==> src/rtl/simple_proc_ctrl.sv <==
// rtl/simple_proc_ctrl.sv - T0..T3 control sequencer for the simple processor datapath.
// Optional macro SIMPLE_PROC_SUB_EN: when defined op 11 is sub, otherwise op 11 is a NOP.
module simple_proc_ctrl #(
  parameter int WIDTH = 8
) (
  input  logic             clk,
  input  logic             rst,
  input  logic             run,
  input  logic [WIDTH-1:0] din,
  input  logic [WIDTH-1:0] r0,
  input  logic [WIDTH-1:0] r1,
  input  logic [WIDTH-1:0] r2,
  input  logic [WIDTH-1:0] r3,
  input  logic [WIDTH-1:0] g,
  output logic [WIDTH-1:0] bus,
  output logic [3:0]       r_in,
  output logic             a_in,
  output logic             g_in,
  output logic             add_sub,
  output logic             done,
  output logic             busy
);

  typedef enum logic [1:0] {
    T0 = 2'd0,
    T1 = 2'd1,
    T2 = 2'd2,
    T3 = 2'd3
  } state_t;

  localparam logic [1:0] OP_MV  = 2'b00;
  localparam logic [1:0] OP_MVI = 2'b01;
  localparam logic [1:0] OP_ADD = 2'b10;
  localparam logic [1:0] OP_SUB = 2'b11;

  localparam logic [2:0] SEL_G   = 3'd4;
  localparam logic [2:0] SEL_DIN = 3'd5;

  state_t     state;
  state_t     state_next;
  // Only the six decoded bits of the instruction word are kept.
  logic [5:0] ir;
  logic [1:0] op;
  logic [1:0] rx;
  logic [1:0] ry;
  logic [2:0] bus_sel;
  logic [3:0] rx_onehot;

  assign op = ir[5:4];
  assign rx = ir[3:2];
  assign ry = ir[1:0];
  assign rx_onehot = 4'b0001 << rx;

  always_ff @(posedge clk or posedge rst) begin
    if (rst) begin
      state <= T0;
      ir    <= '0;
    end else begin
      state <= state_next;
      if (state == T0 && run) begin
        ir <= din[WIDTH-1:WIDTH-6];
      end
    end
  end

  always_comb begin
    state_next = state;
    bus_sel    = SEL_DIN;
    r_in       = 4'b0000;
    a_in       = 1'b0;
    g_in       = 1'b0;
    add_sub    = 1'b0;
    done       = 1'b0;
    busy       = 1'b1;
    case (state)
      T0: begin
        busy = 1'b0;
        if (run) begin
          state_next = T1;
        end
      end
      T1: begin
        case (op)
          OP_MV: begin
            bus_sel    = {1'b0, ry};
            r_in       = rx_onehot;
            done       = 1'b1;
            state_next = T0;
          end
          OP_MVI: begin
            bus_sel    = SEL_DIN;
            r_in       = rx_onehot;
            done       = 1'b1;
            state_next = T0;
          end
          OP_ADD: begin
            bus_sel    = {1'b0, rx};
            a_in       = 1'b1;
            state_next = T2;
          end
          OP_SUB: begin
`ifdef SIMPLE_PROC_SUB_EN
            bus_sel    = {1'b0, rx};
            a_in       = 1'b1;
            state_next = T2;
`else
            // Without subtraction support op 11 retires immediately as a NOP.
            done       = 1'b1;
            state_next = T0;
`endif
          end
          default: begin
            state_next = T0;
          end
        endcase
      end
      T2: begin
        bus_sel    = {1'b0, ry};
        g_in       = 1'b1;
`ifdef SIMPLE_PROC_SUB_EN
        add_sub    = op[0];
`endif
        state_next = T3;
      end
      T3: begin
        bus_sel    = SEL_G;
        r_in       = rx_onehot;
        done       = 1'b1;
        state_next = T0;
      end
      default: begin
        state_next = T0;
      end
    endcase
  end

  always_comb begin
    bus = '0;
    case (bus_sel)
      3'd0:    bus = r0;
      3'd1:    bus = r1;
      3'd2:    bus = r2;
      3'd3:    bus = r3;
      3'd4:    bus = g;
      3'd5:    bus = din;
      default: bus = '0;
    endcase
  end

endmodule

==> config.mk <==
export PLATFORM = sky130hd
export DESIGN_NAME = simple_proc_ctrl
export DESIGN_NICKNAME = d
export VERILOG_FILES = /design/src/rtl/simple_proc_ctrl.sv
export SDC_FILE = /design/constraint.sdc
export NUM_CORES = 1
export LEC_CHECK = 0
export CAP_MARGIN = 0
export CORE_ASPECT_RATIO = 0.9
export CORE_MARGIN = 3
export CORE_UTILIZATION = 30
export CTS_CLUSTER_SIZE = 10
export DETAILED_ROUTE_END_ITERATION = 6
export PLACE_DENSITY = 0.77
export RECOVER_POWER = 100
export SLEW_MARGIN = 20
export SYNTH_ARGS = -nofsm -noshare
export SYNTH_HDL_FRONTEND = slang
export SYNTH_SLANG_ARGS = --single-unit
==> constraint.sdc <==
create_clock -name clk -period 1.9 [get_ports clk]
set_clock_uncertainty 0.2 [all_clocks]
set_input_delay 0.19 -clock clk [delete_from_list [all_inputs] [get_ports clk]]
set_output_delay 0.19 -clock clk [all_outputs]
set_load 0.05 [all_outputs]
Yosys cells after proc, flatten, opt, wreduce, memory -nomap -nowiden
Index checks and enable logic that the tools add are counted.
{"block": "totals", "ff_bits": 8, "in_bits": 51, "elab_cells": 35}
{"block": "op_classes", "mux": 14, "eq_ne": 12, "n_reduce_logical": 6, "shift": 1}
{"op": "case mux 8 bit (6 select lines)", "n": 1}
{"op": "case mux 3 bit (3 select lines)", "n": 1}
{"op": "equality test 2 bit, second input constant", "n": 4}
{"op": "case mux 2 bit (4 select lines)", "n": 1}
{"op": "case mux 4 bit (2 select lines)", "n": 1}
{"op": "equality test 3 x 2 -> 1 bit, second input constant", "n": 2}
{"op": "equality test 3 bit, second input constant", "n": 2}
{"op": "case mux 3 bit (2 select lines)", "n": 1}
{"op": "two-way mux 1 bit", "n": 5}
{"op": "equality test 2 x 1 -> 1 bit, second input constant", "n": 2}
{"op": "logical NOT 2 bit", "n": 2}
{"op": "two-way mux 4 bit", "n": 1}
{"op": "case mux 2 bit (2 select lines)", "n": 1}
{"op": "<< shifter 1 x 2 -> 4 bit, first input constant", "n": 1}
{"op": "equality test 3 x 1 -> 1 bit, second input constant", "n": 1}
{"op": "logical NOT 3 bit", "n": 1}
{"op": "OR reduction 3 bit", "n": 1}
{"op": "two-way mux 2 bit", "n": 1}
{"op": "inequality test 2 bit, second input constant", "n": 1}
{"op": "case mux 1 bit (2 select lines)", "n": 1}
{"op": "OR reduction 2 bit", "n": 1}
{"op": "logical AND 1 bit", "n": 1}

Longest topological paths before layout
{"block": "logic_depth", "ltp_word": 5, "ltp_mapped": 5, "mapped_depth_nobuf": 5}

Worst setup path before layout
OpenSTA, ideal clock, no wires.
{"block": "synth_path", "path_kind": "register -> output", "startpoint": "register state[0]", "endpoint": "output port bus[1]", "path_buffers": 1, "path_slack_ns": -0.739, "stages_incl_launch_ff": 6, "required_ns": 1.510, "t_arrival_ns": 2.249, "path_cell_list": "dfrtp_1 and2b_2 a221oi_4 buf_8 mux2i_1 o221ai_1"}
{"block": "synth_between", "elab_chain_cells": 4, "word_cells_on_any_way": 11, "classes_between": "eq/ne (8); mux (2); reduce/logical (1)"}
{"element": "start, declared", "line": "39", "rtl": "state_t state;"}
{"element": "start signal, assigned", "line": "59", "rtl": "state <= state_next;"}
{"element": "equality test 2 bit or equality test 2 x 1 -> 1 bit (tied branches)", "line": "75", "rtl": "case (state)"}
{"element": "case mux 3 bit (3 select lines) (*)", "line": "75"}
{"element": "equality test 3 bit (tied with other cells)", "line": "139", "rtl": "case (bus_sel)"}
{"element": "case mux 8 bit (6 select lines) (*)", "line": "139"}
{"element": "end, declared", "line": "15", "rtl": "output logic [WIDTH-1:0] bus,"}
Every way passes the cells marked *; elsewhere a longest branch is shown, timed or not.

Final worst setup path
{"block": "layout_path", "startpoint": "register state[0]", "endpoint": "output port bus[2]"}
The elaborated chain is that of the path after synthesis.

==> flow_summary.toml <==
[synth]
synth_ff_type = "dfrtp_1"
ys_seq_elements = 8
synth_async_sr_flop_share = 1.00
yosysWarnings = 0
syn_nets = 145
synthCells = 94
postSynthAreaPerCell_um2 = 9.13
syn_area_um2 = 858
synth_edf_count = 0
yosysSeqAreaShare = 0.233
synth_cell_types = 31

[worst_setup_path]
cpMaxStageDelayCell = "or3b_2"
endpoint_kind = "primary output"
start_kind = "flop"
cp.arrival_ns = 2.12
cp_top_family = "simple AND/OR/NAND/NOR gates"
crit_type = "flop to primary output"
cp.required_ns = 1.51
cp_cell_sequence = "buf_4 -> nand2b_1 -> o32a_1 -> or3b_2 -> o221ai_4 -> buf_12"
slowest_delay_ns = 0.52
crit_buf_inv = 2
reg2reg_slack_ns = 0.07
crit_fanout = 4

[detailed_routing]
vias = 1251
post-route-drc-count = 0
antenna_left = 0
wirelength_um = 4690
drt_iter0_markers = 72
vias_per_cell = 5.49
routedWlPerCell_um = 20.6
dr.pass1.iters = 4

[timing]
setup_ws_ns = -0.609
setup_tns_ns = -4.68
max_clock_freq_mhz = 399
fin_crit_sh = 1.32
period_needed_ns = 2.51
final-hold-violation-count = 0
rsz0062_at_grt = "yes"
holdWs_ns = 0.132
finalSetupViolCount = 12
slew_violations = 0

[placement]
gp_congestion = 0.864
dp_slack_ns = -0.318
place_hpwl_um = 3310
dpl.cell_count = 222
io_buffers = 66

[clock_network]
clk_latency_ns = 0.26
cts_num_sinks = 8
cts_buffer_depth = 2
cts_buffers = 3
cts_tree = "built"
path_clk_slew_ns = 0.06
ctsRootBufferMaster = "clkbuf_4"
htree_levels = 1
cts_hold_buffers = 0

[power]
power_frac_comb = 0.898
intPower_mw = 2.48
swShare = 0.484
netSwitchingPower_mw = 2.33
p_clk_frac = 0.029
power.leakage_nw = 0.899
vdd_ir_drop_max_mv = 1.32
power_density_nw_per_um2 = 2090
seqPwrFrac = 0.074
p_total_mw = 4.81

[job]
drv_cap = 0

[die]
die_y_um = 56.7
die-width_um = 62.4
die_area_um2 = 3540
std_cell_rows = 17
io_pins = 68
start_util = 0.331
core_um2 = 2590

[global_routing]
track_usage = 0.245
grt_pass1_vias = 1359
grt_pass1_wl_um = 6760
antenna_found_initial = 0
grt_max_degree = 18
globalRouteOverflowTotal = 0

[finish]
area_growth_pct = 168
drive_gt1_frac = 0.521
finalNonFillerCells = 228
fillers = 124
antenna_cells = 0
layout.nets = 243

[worst_hold_path]
worstHoldPathType = "input port to asynchronous set/reset pin"

[run_status]
violations = "setup timing"
status = "complete, but fails checks"
area by class of cell:
type	count	area, µm²	area share
flip-flops and latches	8	203	0.0880
inverters	5	18.8	0.00815
clock buffers	3	22.5	0.00978
multi-input cells	77	917	0.398
repair buffers	97	1090	0.475
well taps	38	47.5	0.0207
per-stage QoR:
stage	utilization	area, µm²
floorplan	-	1030
global placement	0.809	2100
detailed placement	0.809	2100
CTS	0.856	2220
global route	0.887	2300
finish	0.887	2300
path summary, 6_finish.rpt:
| kind | startpoint | end | cells past startpoint |
|---|---|---|---|
| max in group asynchronous | rst | ir[5] | 2 |
| min | rst | ir[1] | 2 |
| min reg2reg | ir[0] | ir[0] | 2 |
| max reg2reg | state[0] | ir[3] | 5 |
| max | state[0] | bus[2] | 6 |
| min in group clk | run | state[0] | 3 |
routing by layer:
metal	global-route usage	vias up	wire, µm
met1	0.260	614	1710
met4	0.0252	0	63
met5	0	-	0
met3	0.0640	10	276
met2	0.495	62	2650
li1	-	565	-
synthesized netlist by cell type, drive strengths merged (2+ instances only):
library cell,instances,area share
mux2i,15,0.17
nor2,9,0.039
dfrtp,8,0.23
o221ai,8,0.082
a22oi,6,0.052
inv,5,0.022
a221oi,4,0.061
mux2,4,0.052
nand2,4,0.017
a21oi,3,0.017
a32o,3,0.035
o21ai,3,0.017
or3b,3,0.031
and2,2,0.016
buf,2,0.026
nand2b,2,0.015
nor3b,2,0.017
power by group through the flow:
| stage | clock (mW) | sequential [mW] | combinational [mW] |
|---|---|---|---|
| CTS | 0.138 | 0.341 | 4.09 |
| floorplan | 0 | 0.352 | 2.12 |
| global route | 0.143 | 0.366 | 4.50 |
| finish | 0.138 | 0.355 | 4.32 |
| detailed placement | 0 | 0.335 | 3.85 |
| global placement | 0 | 0.326 | 3.77 |
worst register-to-register path, stage by stage (launching register included):
cell and delay (ns):
dfrtp_1 0.42, buf_4 0.15, buf_4 0.13, or2_4 0.27
nor2_4 0.19, mux2_2 0.35
kinds of logic (layout without fill, tap and decap cells):
logic type / Yosys count / after routing / synth area share
mux: 19 / 19 / 0.227
compound gates: 29 / 29 / 0.286
flops: 8 / 8 / 0.233
other cells: 1 / 1 / 0.00437
buf+inv: 9 / 105 / 0.0670
simple gates: 28 / 28 / 0.182
repair_timing:
| item | 4_1_cts | 5_1_grt |
|---|---|---|
| setup endpoints to repair | 13 | 17 |
| pin swaps | 2 | 10 |
| resized for setup | 22 | 15 |
| buffers inserted | 1 | 3 |
placed cells by master (no fill, tap or decap), types with 5 or more instances in the layout:
cell             instances
a22oi_1                  5
buf_12                  18
buf_4                   25
clkdlybuf4s50_1         49
dfrtp_1                  6
inv_1                    5
mux2i_2                 10
nor2_1                   5
o221ai_4                 8
Power figures use the tool's default switching activity.
